## src/rtl/next_pc_unit_if.sv

```systemverilog
`default_nettype none
// ============================================================================
// Module   : next_pc_unit_if
// Purpose  : Groups the signals between the fetch control logic and
//            next_pc_unit: the PC fed back from the PC register, the
//            flow-control requests, and the next-address and status outputs.
// Ports    : master - drives pc and the control requests, receives next_pc
//                     and the status flags (CPU side / testbench)
//            slave  - next_pc_unit side
// Revision : 1.0 - initial release
// ============================================================================
interface next_pc_unit_if #(
  parameter int WIDTH = 16
);
  logic [WIDTH-1:0] pc;
  logic             stall;
  logic             halt_req;
  logic             resume;
  logic             branch;
  logic [WIDTH-1:0] branch_off;
  logic             jump;
  logic [WIDTH-1:0] target;
  logic             call;
  logic             ret;
  logic [WIDTH-1:0] next_pc;
  logic             halted;
  logic             ras_empty;
  logic             ras_full;
  logic             ras_err;

  modport master (
    output pc, stall, halt_req, resume, branch, branch_off,
           jump, target, call, ret,
    input  next_pc, halted, ras_empty, ras_full, ras_err
  );

  modport slave (
    input  pc, stall, halt_req, resume, branch, branch_off,
           jump, target, call, ret,
    output next_pc, halted, ras_empty, ras_full, ras_err
  );
endinterface
`default_nettype wire

```

## src/rtl/next_pc_unit.sv

```systemverilog
`default_nettype none
// ============================================================================
// Module   : next_pc_unit
// Purpose  : Next-address stage feeding the loadless PC register. Selects
//            among hold, sequential increment, PC-relative branch, absolute
//            jump and call/return; a BOOT/RUN/HALT state machine handles
//            start-up, halt and resume. All state changes on the falling
//            clock edge, the same edge on which the PC register captures.
// Ports    : clk, rst        - falling-edge clock, async active-high reset
//            bus (slave)     - pc/stall/halt_req/resume/branch/branch_off/
//                              jump/target/call/ret in; next_pc
//                              (combinational), halted, ras_empty, ras_full,
//                              ras_err (registered) out
// Config   : NEXT_PC_RAS_EN  - when defined, builds the return-address
//                              stack; otherwise call/ret act as jumps and
//                              the stack flags are tied off.
// Revision : 1.0 - initial release
// ============================================================================
module next_pc_unit #(
  parameter int               WIDTH     = 16,
  parameter logic [WIDTH-1:0] RESET_PC  = '0,
  parameter int               RAS_DEPTH = 4
) (
  input wire            clk,
  input wire            rst,
  next_pc_unit_if.slave bus
);

  // Stack indexing relies on pointer wrap-around, so the depth must be a
  // power of two.
  if ((RAS_DEPTH < 2) || (RAS_DEPTH > 8) ||
      ((RAS_DEPTH & (RAS_DEPTH - 1)) != 0)) begin : g_bad_ras_depth
    $error("next_pc_unit: RAS_DEPTH must be a power of two in 2..8");
  end

  typedef enum logic [1:0] {
    ST_BOOT = 2'd0,
    ST_RUN  = 2'd1,
    ST_HALT = 2'd2
  } state_t;

  state_t           r_state;
  state_t           w_state_nxt;
  logic             r_halted;
  logic [WIDTH-1:0] w_next_pc;
  logic [WIDTH-1:0] w_pc_inc;
  logic [WIDTH-1:0] w_branch_tgt;

  // Modulo-2^WIDTH arithmetic: carries out of the top bit are dropped.
  assign w_pc_inc     = bus.pc + WIDTH'(1);
  assign w_branch_tgt = w_pc_inc + bus.branch_off;

`ifdef NEXT_PC_RAS_EN
  localparam int PW = $clog2(RAS_DEPTH);
  localparam int CW = $clog2(RAS_DEPTH + 1);
  localparam logic [CW-1:0] C_CNT_FULL = CW'(RAS_DEPTH);

  // r_ptr addresses the next free slot; the top of stack is r_ptr-1.
  // When the stack is full r_ptr therefore lands on the oldest entry,
  // which is exactly the one a push must overwrite.
  logic [WIDTH-1:0] r_stack [RAS_DEPTH];
  logic [PW-1:0]    r_ptr;
  logic [CW-1:0]    r_count;
  logic             r_ras_empty;
  logic             r_ras_full;
  logic             r_ras_err;

  logic             w_push;
  logic             w_pop;
  logic [WIDTH-1:0] w_ras_top;
  logic             w_cnt_zero;
  logic             w_cnt_full;
  logic [PW-1:0]    w_ptr_nxt;
  logic [CW-1:0]    w_cnt_nxt;
  logic             w_err_set;

  assign w_ras_top  = r_stack[r_ptr - PW'(1)];
  assign w_cnt_zero = (r_count == '0);
  assign w_cnt_full = (r_count == C_CNT_FULL);
`endif

  // --------------------------------------------------------------------------
  // Next-address selection and next-state logic
  // --------------------------------------------------------------------------
  always_comb begin
    w_next_pc   = bus.pc;
    w_state_nxt = r_state;
`ifdef NEXT_PC_RAS_EN
    w_push      = 1'b0;
    w_pop       = 1'b0;
`endif
    case (r_state)
      ST_BOOT: begin
        w_next_pc   = RESET_PC;
        w_state_nxt = ST_RUN;
      end
      ST_RUN: begin
        if (bus.stall) begin
          w_next_pc = bus.pc;
        end else if (bus.halt_req) begin
          w_next_pc   = bus.pc;
          w_state_nxt = ST_HALT;
        end else if (bus.ret) begin
          // ret outranks call, so a simultaneous call never pushes.
`ifdef NEXT_PC_RAS_EN
          w_pop     = 1'b1;
          w_next_pc = w_cnt_zero ? w_pc_inc : w_ras_top;
`else
          w_next_pc = bus.target;
`endif
        end else if (bus.call) begin
`ifdef NEXT_PC_RAS_EN
          w_push    = 1'b1;
`endif
          w_next_pc = bus.target;
        end else if (bus.jump) begin
          w_next_pc = bus.target;
        end else if (bus.branch) begin
          w_next_pc = w_branch_tgt;
        end else begin
          w_next_pc = w_pc_inc;
        end
      end
      ST_HALT: begin
        w_next_pc = bus.pc;
        if (bus.resume && !bus.stall) begin
          w_state_nxt = ST_RUN;
        end
      end
      default: begin
        w_next_pc   = RESET_PC;
        w_state_nxt = ST_BOOT;
      end
    endcase
  end

  // --------------------------------------------------------------------------
  // State register; halted tracks the state being entered so it changes on
  // the same edge as the state itself.
  // --------------------------------------------------------------------------
  always_ff @(negedge clk or posedge rst) begin
    if (rst) begin
      r_state  <= ST_BOOT;
      r_halted <= 1'b0;
    end else begin
      r_state  <= w_state_nxt;
      r_halted <= (w_state_nxt == ST_HALT);
    end
  end

  assign bus.next_pc = w_next_pc;
  assign bus.halted  = r_halted;

`ifdef NEXT_PC_RAS_EN
  // --------------------------------------------------------------------------
  // Return-address stack bookkeeping
  // --------------------------------------------------------------------------
  always_comb begin
    w_ptr_nxt = r_ptr;
    w_cnt_nxt = r_count;
    w_err_set = 1'b0;
    if (w_push) begin
      w_ptr_nxt = r_ptr + PW'(1);
      if (w_cnt_full) begin
        w_err_set = 1'b1;          // oldest return address is lost
      end else begin
        w_cnt_nxt = r_count + CW'(1);
      end
    end else if (w_pop) begin
      if (w_cnt_zero) begin
        w_err_set = 1'b1;          // underflow: fall through to pc+1
      end else begin
        w_ptr_nxt = r_ptr - PW'(1);
        w_cnt_nxt = r_count - CW'(1);
      end
    end
  end

  always_ff @(negedge clk or posedge rst) begin
    if (rst) begin
      for (int i = 0; i < RAS_DEPTH; i++) begin
        r_stack[i] <= '0;
      end
      r_ptr       <= '0;
      r_count     <= '0;
      r_ras_empty <= 1'b1;
      r_ras_full  <= 1'b0;
      r_ras_err   <= 1'b0;
    end else begin
      if (w_push) begin
        r_stack[r_ptr] <= w_pc_inc;
      end
      r_ptr       <= w_ptr_nxt;
      r_count     <= w_cnt_nxt;
      r_ras_empty <= (w_cnt_nxt == '0);
      r_ras_full  <= (w_cnt_nxt == C_CNT_FULL);
      r_ras_err   <= r_ras_err | w_err_set;
    end
  end

  assign bus.ras_empty = r_ras_empty;
  assign bus.ras_full  = r_ras_full;
  assign bus.ras_err   = r_ras_err;
`else
  assign bus.ras_empty = 1'b1;
  assign bus.ras_full  = 1'b0;
  assign bus.ras_err   = 1'b0;
`endif

endmodule
`default_nettype wire

```

## src/flat_wrapper.sv

```systemverilog
// flat-port wrapper written by rule: the top's interface ports become plain ports
module next_pc_unit_flat 
#(
  parameter int               WIDTH     = 16,
  parameter logic [WIDTH-1:0] RESET_PC  = '0,
  parameter int               RAS_DEPTH = 4
)
  (clk, rst, bus_pc, bus_stall, bus_halt_req, bus_resume, bus_branch, bus_branch_off, bus_jump, bus_target, bus_call, bus_ret, bus_next_pc, bus_halted, bus_ras_empty, bus_ras_full, bus_ras_err);
  next_pc_unit_if #(.WIDTH(WIDTH)) bus_i ();
  input wire clk;
  input wire rst;
  input wire logic [$bits(bus_i.pc)-1:0] bus_pc;
  input wire logic [$bits(bus_i.stall)-1:0] bus_stall;
  input wire logic [$bits(bus_i.halt_req)-1:0] bus_halt_req;
  input wire logic [$bits(bus_i.resume)-1:0] bus_resume;
  input wire logic [$bits(bus_i.branch)-1:0] bus_branch;
  input wire logic [$bits(bus_i.branch_off)-1:0] bus_branch_off;
  input wire logic [$bits(bus_i.jump)-1:0] bus_jump;
  input wire logic [$bits(bus_i.target)-1:0] bus_target;
  input wire logic [$bits(bus_i.call)-1:0] bus_call;
  input wire logic [$bits(bus_i.ret)-1:0] bus_ret;
  output wire logic [$bits(bus_i.next_pc)-1:0] bus_next_pc;
  output wire logic [$bits(bus_i.halted)-1:0] bus_halted;
  output wire logic [$bits(bus_i.ras_empty)-1:0] bus_ras_empty;
  output wire logic [$bits(bus_i.ras_full)-1:0] bus_ras_full;
  output wire logic [$bits(bus_i.ras_err)-1:0] bus_ras_err;
  assign bus_i.pc = bus_pc;
  assign bus_i.stall = bus_stall;
  assign bus_i.halt_req = bus_halt_req;
  assign bus_i.resume = bus_resume;
  assign bus_i.branch = bus_branch;
  assign bus_i.branch_off = bus_branch_off;
  assign bus_i.jump = bus_jump;
  assign bus_i.target = bus_target;
  assign bus_i.call = bus_call;
  assign bus_i.ret = bus_ret;
  assign bus_next_pc = bus_i.next_pc;
  assign bus_halted = bus_i.halted;
  assign bus_ras_empty = bus_i.ras_empty;
  assign bus_ras_full = bus_i.ras_full;
  assign bus_ras_err = bus_i.ras_err;
  next_pc_unit #(.WIDTH(WIDTH), .RESET_PC(RESET_PC), .RAS_DEPTH(RAS_DEPTH)) u_core (.clk(clk), .rst(rst), .bus(bus_i));
endmodule
```

## config.mk

```make
export PLATFORM = sky130hd
export DESIGN_NAME = next_pc_unit_flat
export DESIGN_NICKNAME = d
export VERILOG_FILES = /design/src/rtl/next_pc_unit_if.sv /design/src/rtl/next_pc_unit.sv /design/src/flat_wrapper.sv
export SDC_FILE = /design/constraint.sdc
export NUM_CORES = 1
export LEC_CHECK = 0
export BUFFER_PORTS_ARGS = -buffer_cell sky130_fd_sc_hd__buf_2
export CAP_MARGIN = 20
export CELL_PAD_IN_SITES_DETAIL_PLACEMENT = 0
export CELL_PAD_IN_SITES_GLOBAL_PLACEMENT = 1
export CORE_MARGIN = 3
export CORE_UTILIZATION = 36
export CTS_BUF_LIST = sky130_fd_sc_hd__clkbuf_8
export DETAILED_ROUTE_END_ITERATION = 7
export PLACE_DENSITY = 0.95
export REMOVE_ABC_BUFFERS = 1
export SYNTH_ARGS = -nofsm -noshare
export SYNTH_HDL_FRONTEND = slang
export SYNTH_SLANG_ARGS = --single-unit
```

## constraint.sdc

```tcl
create_clock -name clk -period 7.6 [get_ports clk]
set_input_delay 0.76 -clock clk [delete_from_list [all_inputs] [get_ports clk]]
set_output_delay 0.76 -clock clk [all_outputs]
set_load 0.05 [all_outputs]
```

==> results of run 1 <==
==> through the flow <==
step | hold WS, ns | setup WS (ns) | util [%] | instances | cell area (µm²)
6_report | 0.601 | 0.699 | 47.1 | 402 | 2240
5_1_grt | 0.639 | 0.492 | 47.1 | 402 | 2240
4_1_cts | 0.599 | 0.707 | 47.1 | 402 | 2240
3_5_place_dp | 0.598 | 0.966 | 46.1 | 398 | 2190
3_3_place_gp | 0.594 | 1.02 | 46.1 | 398 | 2190
2_1_floorplan | 0.568 | 0.675 | - | 257 | 1740
==> worst register-to-register path: stages, from the launching register on <==
cell	delay [ns]
dfrtn_1	0.46
inv_1	0.09
ha_1	0.27
a21oi_1	0.16
nor2_1	0.05
a211oi_1	0.31
nor2_1	0.07
==> Yosys cell counts (all sizes together) (2+ instances only) <==
cell type and number:
mux2i 2, nand4 5, nor2 19, and4 2
conb 2, o31ai 4, a221oi 3, and3 6
dfrtn 3, a22oi 3, nand2 36, nor3 5
o211ai 4, inv 10, a21o 3, a31oi 2
o21ai 23, a21oi 25, nand3 11, a211o 3
xor2 8, o21a 2, xnor2 17, nand2b 5
ha 22, a211oi 6, and2 8, buf 6
nor2b 4, clkbuf 5
==> registers in the layout, summed over array words and instances, names as in the netlist <==
| register | flops |
|---|---|
| u_core.r_state | 2 |
| u_core.bus.halted | 1 |
==> power by group through the flow <==
stage | Sequential [mW] | Combinational (mW) | Clock (mW)
after floorplan | 0.0350 | 0.324 | 0
after global placement | 0.0287 | 0.430 | 0
after detailed placement | 0.0300 | 0.435 | 0
after CTS | 0.0297 | 0.437 | 0.0463
after global routing | 0.0304 | 0.476 | 0.0480
final | 0.0296 | 0.436 | 0.0453
==> cell type report <==
cell class	count	area, µm²	area share [%]
clock inverter	1	3.75	0.168
sequential	3	75.1	3.36
timing repair buffer	74	373	16.7
multi-input combinational	244	1620	72.5
inverter	10	37.5	1.68
tap	67	83.8	3.75
clock buffer	3	41.3	1.85
==> worst paths after layout <==
path / start / endpoint / slack (ns) / cells after the start
hold reg to reg: u_core.r_state[0] / u_core.r_state[0] / 0.60 / 2
min in group asynchronous: rst / u_core.bus.halted / 4.07 / 2
setup reg to reg: u_core.r_state[1] / u_core.r_state[0] / 6.02 / 6
hold / removal: u_core.r_state[0] / u_core.r_state[0] / 0.60 / 2
max in group asynchronous: rst / u_core.r_state[1] / 3.37 / 2
setup / recovery: u_core.r_state[1] / bus_next_pc[12] / 0.70 / 7
==> kinds of logic (layout without fill, tap and decap cells) <==
family                   Yosys count  after routing
AND/OR/NAND/NOR                  106            106
AO/OA/AOI/OAI                     85             85
XOR/XNOR                          25             25
adder cells (fa/ha/maj)           23             23
buffers and inverters             21             88
flip-flops                         3              3
other                              2              3
multiplexers                       2              2
==> per-layer routing <==
layer,vias up,part of all wire [%],GRT usage [%]
met1,959,43,24.5
met5,-,0,0
li1,1101,-,-
met4,0,0,0.906
met2,64,51,34.0
met3,0,6.4,2.96
==> reports/summary.txt, run 1 <==
VDD IR-drop max = 0.0891 mV
Comb power frac = 85.3%
Synth top area share = 15.4%
# rows = 25
Ys Warns = 0
TNS Setup = 0 ns
Mapped Cells = 267
first-pass GRT wire length = 9430 µm
HPWL after DPL = 4740 µm
Cell Area, Synth = 1790 µm²
Synth async-reset ratio = 100%
CTS Buffer Depth = 2
via count = 2,124
final-stage net count = 416
largest family of logic cells by synthesized area = compound AO/OA/AOI/OAI gates
mux share of post-synthesis cell area = 1.12%
setup violators final = 0
largest net degree at the start of global routing = 23
max-slew violations = 0
number of synthesized flops with an enable pin = 0
Final Skew = 0.000512 ns
post-route ant nets = 0
top_reg_cell synth = dfrtn_1
n_diodes = 0
critical path's slowest cell = dfrtn_1
total global routing overflow = 0
DIE WIDTH = 76.6 µm
DRC = 0
CTS Sinks = 3
status = complete, no violations
critical path peak fanout = 10
Post-CTS Resized = 0
syn_area_per_cell = 6.72 µm²
share of post-route cells with drive strength above 1 = 24.5%
root buffer cell = clkbuf_8
Cell Pwr Density = 229 nW/µm²
die area = 5860 µm²
routed vias/inst = 5.28
switching share of power = 63.4%
Synth Area in XOR/XNOR = 12.2%
Worst Setup Start Kind = flop
drt pass-1 iters = 4
fillers = 530
final hold vios = 0
initial drt markers = 119
leakage power = 1.10 nW
max cap viols = 0
Total Power = 0.511 mW
commonest cells after routing, fill and taps aside = buf_2 (73), nand2_1 (36), a21oi_1 (25)
CTS Hold Bufs = 0
Yosys reg bits = 3
Req. time, crit path = 6.84 ns
Crit path max-delay family = simple AND/OR/NAND/NOR gates
Area Growth Syn to Fin = 24.8%
Die H = 76.6 µm
CP endpoint kind = output pin
switching power = 0.324 mW
CP cell instances = inv_1 -> ha_1 -> and3_1 -> and2_1 -> a221oi_1 -> o31ai_1 -> buf_2
Clock Latency Late Sink = 0.24 ns
top cells by area, synth = ha_1 (15%), xnor2_1 (8.3%), nand2_1 (7.5%), a21oi_1 (7.0%), o21ai_0 (5.9%)
Reg clk slew, reported paths = 0.03 ns
commonest non-fill, non-tap cell in the layout = buf_2
Buffers on Ports = 73
Routed WL = 5580 µm
CTS H-tree lvls = 1
Hold Path Class = flop to flop
core outline area = 4750 µm²
Clock Power Share = 8.9%
cell taking the most area after synthesis = ha_1
initial antenna violation count = 0
starting density of the core = 37.7%
Netlist cell types = 51
unrepaired setup endpoints after global routing = false
Worst Path Arrival = 6.14 ns
share of power burned in registers = 5.8%
Post-Synth Adder-Cell Area = 16.5%
CTS Buf Count = 3
GR Util All Layers = 18.8%
vias in the first global route = 2,062
max incr delay on CP = 0.46 ns
routability cong. = 0.891
Setup Buffers After CTS = 0
Worst Setup Path Type = flop to output pin
Buf/Inv on CP = 2
routed length per instance = 13.9 µm
total I/O pin count = 77
simple-gate share of the synthesized area = 29.1%
register area share after synthesis = 4.19%
Power Internal = 0.187 mW
CTS tree = built
Synth Area in Compound Gates = 31.0%
No activity file was read; power rests on OpenSTA's default activity.
==> inputs of run 2 (changes only) <==
ABC_AREA = 1   (was not set)
==> reports/summary.txt, run 2 <==
Synth top area share = 20.3% (+5.0 points)
die area = 6960 µm² (+19%)
final hold vios = 0 (unchanged)
CTS Hold Bufs = 0 (unchanged)
Mapped Cells = 400 (+50%)
top cells by area, synth = nand2_1 (20%), ha_1 (13%), a21oi_1 (13%), inv_1 (9.9%), nand3_1 (5.6%)
initial drt markers = 143 (+20%)
CTS Sinks = 3 (unchanged)
Req. time, crit path = 6.84 ns (about the same)
max-slew violations = 0 (unchanged)
number of synthesized flops with an enable pin = 0 (unchanged)
Buffers on Ports = 73 (unchanged)
GR Util All Layers = 19.4% (+0.57 points)
share of post-route cells with drive strength above 1 = 21.7% (-2.8 points)
leakage power = 1.43 nW (+30%)
CP endpoint kind = output pin
vias in the first global route = 2,565 (+24%)
status = complete, no violations
Cell Pwr Density = 211 nW/µm² (-7.8%)
r2r startpoint = u_core.r_state[0]
Setup Buffers After CTS = 0 (unchanged)
Yosys reg bits = 3 (unchanged)
Netlist cell types = 40 (-22%)
Hold Path Class = flop to flop
Die H = 83.4 µm (+9.0%)
largest family of logic cells by synthesized area = simple AND/OR/NAND/NOR gates
Levels on crit path = 8 (+1)
total I/O pin count = 77 (unchanged)
commonest cells after routing, fill and taps aside = nand2_1 (117), buf_2 (73), inv_1 (58)
mux share of post-synthesis cell area = 0% (-1.1 points)
register area share after synthesis = 3.48% (-0.71 points)
simple-gate share of the synthesized area = 40.5% (+11 points)
Routed WL = 6920 µm (+24%)
RR Endpoint = u_core.bus.halted
initial antenna violation count = 0 (unchanged)
top-count cell post-synth = nand2_1
Synth async-reset ratio = 100% (unchanged)
CTS Buf Count = 3 (unchanged)
Worst Reg-to-Reg Cells = 6 (unchanged)
commonest non-fill, non-tap cell in the layout = nand2_1
Buf/Inv on CP = 3 (+1)
Place WS = 0.851 ns (-0.115 ns)
Post-CTS Resized = 0 (unchanged)
Cell Area, Synth = 2160 µm² (+20%)
n_diodes = 0 (unchanged)
Crit. Startpoint = u_core.r_state[0]
CTS H-tree lvls = 1 (unchanged)
Synth Area in Compound Gates = 24.2% (-6.8 points)
starting density of the core = 38.3% (+0.55 points)
via count = 2,723 (+28%)
TNS Setup = 0 ns (unchanged)
# rows = 27 (+8.0%)
routed vias/inst = 5.06 (-4.2%)
Worst-Margin Slew = 0.547 ns
setup violators final = 0 (unchanged)
max cap viols = 0 (unchanged)
worst setup slack after layout = 0.586 ns (-0.113 ns)
Crit path max-delay family = buffers and inverters
Reg clk slew, reported paths = 0.03 ns (about the same)
Worst Setup Path Type = flop to output pin
DIE WIDTH = 83.4 µm (+9.0%)
syn_area_per_cell = 5.40 µm² (-20%)
post-route ant nets = 0 (unchanged)
Hold Crit Start = u_core.r_state[0]
Clock Latency Late Sink = 0.24 ns (about the same)
Worst path most repeated cell = nor2_1
root buffer cell = clkbuf_8
largest net degree at the start of global routing = 22 (-4.3%)
VDD IR-drop max = 0.274 mV (+210%)
drt pass-1 iters = 4 (unchanged)
Synth Area in XOR/XNOR = 3.59% (-8.6 points)
Post-synth top cells = nand2_1 (117), inv_1 (57), a21oi_1 (54)
Post-Synth Adder-Cell Area = 13.7% (-2.8 points)
top_reg_cell synth = dfrtn_1
unrepaired setup endpoints after global routing = false
critical path peak fanout = 9 (-1)
CTS Buffer Depth = 2 (unchanged)
Worst Path Arrival = 6.25 ns (+0.11 ns)
max incr delay on CP = 0.45 ns (about the same)
total global routing overflow = 0 (unchanged)
routability cong. = 0.894 (+0.37%)
cell taking the most area after synthesis = nand2_1
Reg with most FFs = u_core.r_state
routed length per instance = 12.9 µm (-7.3%)
r2r setup slk = 6.11 ns (+0.09 ns)
core outline area = 5640 µm² (+19%)
first-pass GRT wire length = 11,500 µm (+22%)
final-stage net count = 547 (+31%)
Slew headroom = 63.5%
Ys Warns = 0 (unchanged)
HPWL after DPL = 5900 µm (+25%)
Worst Setup Start Kind = flop
CP cell instances = ha_1 -> clkinv_1 -> nor2_1 -> inv_1 -> nor2_1 -> o21ai_0 -> a21oi_1 -> buf_2
Worst setup endpoint = bus_next_pc[8]
Final Skew = 0.000707 ns (+0.000195 ns)
fillers = 658 (+24%)
Area Growth Syn to Fin = 20.3%
max FFs per register = 2 (unchanged)
critical path's slowest cell = dfrtn_1
CTS tree = built
DRC = 0 (unchanged)
[run 2: cells by family (layout without fill, tap and decap cells)]
logic type / count (synthesis) / count (layout)
simple gates: 197 / 197
other cells: 2 / 3
flops: 3 / 3
fa+ha+maj: 23 / 23
compound gates: 93 / 93
buf+inv: 74 / 139
xor+xnor: 8 / 8
[run 2: layer usage]
layer  routed length [µm]  GRT usage (%)
met1                 3220           26.3
met2                 3250           33.2
met3                  380          0.992
met4                   76           5.41
met5                    0              0
[run 2: layout make-up]
type / count / area (µm²) / share of cell area (%)
clock inverter: 1 / 3.75 / 0.145
sequential: 3 / 75.1 / 2.89
clock buffer: 3 / 41.3 / 1.59
timing repair buffer: 74 / 373 / 14.4
multi-input combinational: 324 / 1790 / 68.7
tap: 72 / 90.1 / 3.47
inverter: 61 / 229 / 8.82
[run 2: worst register-to-register path, cell delays in order, from the launching register on]
cell,delay [ns]
dfrtn_1,0.45
ha_1,0.28
clkinv_1,0.26
o21ai_0,0.21
and2_1,0.17
inv_1,0.05
nor2_1,0.10
[run 2: worst min-delay path by stage]
stage          depth (start not counted)           endpoint  slack (ns)
2_1_floorplan                          3  u_core.bus.halted        0.50
3_3_place_gp                           3  u_core.bus.halted        0.55
3_5_place_dp                           3  u_core.bus.halted        0.59
4_1_cts                                3  u_core.bus.halted        0.59
5_1_grt                                3  u_core.bus.halted        0.64
6_report                               3  u_core.bus.halted        0.58
[run 2: metrics by stage]
step	instances	hold WS (ns)	total power, mW	cell area (µm²)	utilization (%)
2_1_floorplan	388	0.505	0.383	2080	-
3_3_place_gp	534	0.547	0.493	2550	45.2
3_5_place_dp	534	0.588	0.503	2550	45.2
4_1_cts	538	0.591	0.550	2600	46.0
5_1_grt	538	0.640	0.593	2600	46.0
6_report	538	0.583	0.547	2600	46.0
[run 2: report_power, final]
group	internal, mW	switching, mW	total [mW]
logic	0.120	0.354	0.473
clock network	0.0344	0.0103	0.0447
registers	0.0234	0.00571	0.0292
==> inputs of run 3 (changes only) <==
CTS_BUF_LIST = sky130_fd_sc_hd__clkbuf_4   (was sky130_fd_sc_hd__clkbuf_8)
SLEW_MARGIN = 15   (was not set)
==> reports/summary.txt, run 3 (synthesis results as in run 2) <==
Worst-Margin Slew = 0.565 ns (+0.0183 ns)
routed vias/inst = 5.04 (-0.48%)
max-slew violations = 0 (unchanged)
Slew headroom = 62.3% (-1.2 points)
status = complete, no violations
final-stage net count = 547 (unchanged)
Worst Setup Start Kind = flop
vias in the first global route = 2,566 (+0.039%)
Hold Path Class = flop to flop
CP cell instances = ha_1 -> clkinv_1 -> nor2_1 -> inv_1 -> nor2_1 -> o21ai_0 -> a21oi_1 -> buf_2
# rows = 27 (unchanged)
HPWL after DPL = 5900 µm (unchanged)
final core utilization = 45.8% (-0.27 points)
Req. time, crit path = 6.84 ns (about the same)
max FFs per register = 2 (unchanged)
commonest non-fill, non-tap cell in the layout = nand2_1
total I/O pin count = 77 (unchanged)
n_diodes = 0 (unchanged)
Final Skew = 0.000714 ns (+0.00000710 ns)
commonest cells after routing, fill and taps aside = nand2_1 (117), buf_2 (73), inv_1 (57)
Reg clk slew, reported paths = 0.03 ns (about the same)
CTS H-tree lvls = 1 (unchanged)
unrepaired setup endpoints after global routing = false
Setup Buffers After CTS = 0 (unchanged)
total global routing overflow = 0 (unchanged)
GR Util All Layers = 19.3% (-0.041 points)
critical path's slowest cell = dfrtn_1
CTS Hold Bufs = 0 (unchanged)
Area Growth Syn to Fin = 19.7%
Reg with most FFs = u_core.r_state
Worst path most repeated cell = nor2_1
initial antenna violation count = 0 (unchanged)
DRC = 0 (unchanged)
drt pass-1 iters = 4 (unchanged)
starting density of the core = 38.3% (unchanged)
initial drt markers = 135 (-5.6%)
final hold vios = 0 (unchanged)
Cell Pwr Density = 207 nW/µm² (-1.6%)
CP endpoint kind = output pin
CTS tree = built
VDD IR-drop max = 0.253 mV (-7.7%)
CTS Buffer Depth = 2 (unchanged)
Buffers on Ports = 73 (unchanged)
Worst Path Arrival = 6.26 ns (about the same)
root buffer cell = clkbuf_4
Worst Setup Path Type = flop to output pin
core outline area = 5640 µm² (unchanged)
post-route ant nets = 0 (unchanged)
critical path peak fanout = 9 (unchanged)
TNS Setup = 0 ns (unchanged)
Post-CTS Resized = 0 (unchanged)
largest net degree at the start of global routing = 22 (unchanged)
setup violators final = 0 (unchanged)
die area = 6960 µm² (unchanged)
Clock Latency Late Sink = 0.25 ns (about the same)
DIE WIDTH = 83.4 µm (unchanged)
CTS Buf Count = 3 (unchanged)
Die H = 83.4 µm (unchanged)
routed length per instance = 12.9 µm (+0.48%)
leakage power = 1.42 nW (-0.59%)
share of post-route cells with drive strength above 1 = 21.9% (+0.21 points)
max incr delay on CP = 0.46 ns (about the same)
max cap viols = 0 (unchanged)
r2r setup slk = 6.11 ns (about the same)
Routed WL = 6950 µm (+0.48%)
routability cong. = 0.894 (unchanged)
Place WS = 0.851 ns (unchanged)
CTS Sinks = 3 (unchanged)
via count = 2,710 (-0.48%)
first-pass GRT wire length = 11,500 µm (-0.18%)
worst setup slack after layout = 0.580 ns (-0.00615 ns)
==> run 3: final cells by class <==
type | count | area (µm²)
fillers | 656 | 3060
multi-input cells | 324 | 1790
repair buffers | 74 | 373
inverters | 61 | 229
well taps | 72 | 90.1
flip-flops and latches | 3 | 75.1
clock buffers | 4 | 30.0
==> run 3: layer usage <==
metal  GRT usage, %  up-vias  part of all wire (%)
li1               -     1427                     -
met1           26.2     1190                    47
met2           33.1       84                    47
met3          0.992        9                   4.8
met4           5.41        0                   1.2
met5              0        -                     0
==> run 3: worst paths after layout <==
kind / depth (start not counted) / to / startpoint
min in group asynchronous: 2 / u_core.r_state[0] / rst
worst max register to register: 6 / u_core.bus.halted / u_core.r_state[0]
max in group asynchronous: 2 / u_core.r_state[1] / rst
worst min-delay path: 3 / u_core.bus.halted / u_core.r_state[0]
worst min register to register: 3 / u_core.bus.halted / u_core.r_state[0]
worst max-delay path: 8 / bus_next_pc[8] / u_core.r_state[0]
==> run 3: worst max-delay path: cells and delay by family (launching register included) <==
| kind | cells | cell delay [ns] |
|---|---|---|
| flops | 1 | 0.46 |
| buf+inv | 3 | 0.75 |
| simple gates | 2 | 0.49 |
| compound gates | 2 | 0.25 |
| fa+ha+maj | 1 | 0.28 |
==> run 3: report_power, final <==
part           internal, mW  switching [mW]  total, mW  leakage (nW)
Combinational         0.120           0.355      0.474          1.36
Clock                0.0232         0.00822     0.0315        0.0184
Sequential           0.0234         0.00578     0.0292        0.0389
Total                 0.166           0.369      0.535          1.42
==> run 3: metrics by stage <==
step                cells  hold slack, ns  power [mW]  cell area, µm²
floorplan             388           0.505       0.383            2080
global route          538           0.640       0.580            2580
global placement      534           0.547       0.493            2550
finish                538           0.585       0.535            2580
CTS                   538           0.591       0.537            2580
detailed placement    534           0.588       0.503            2550
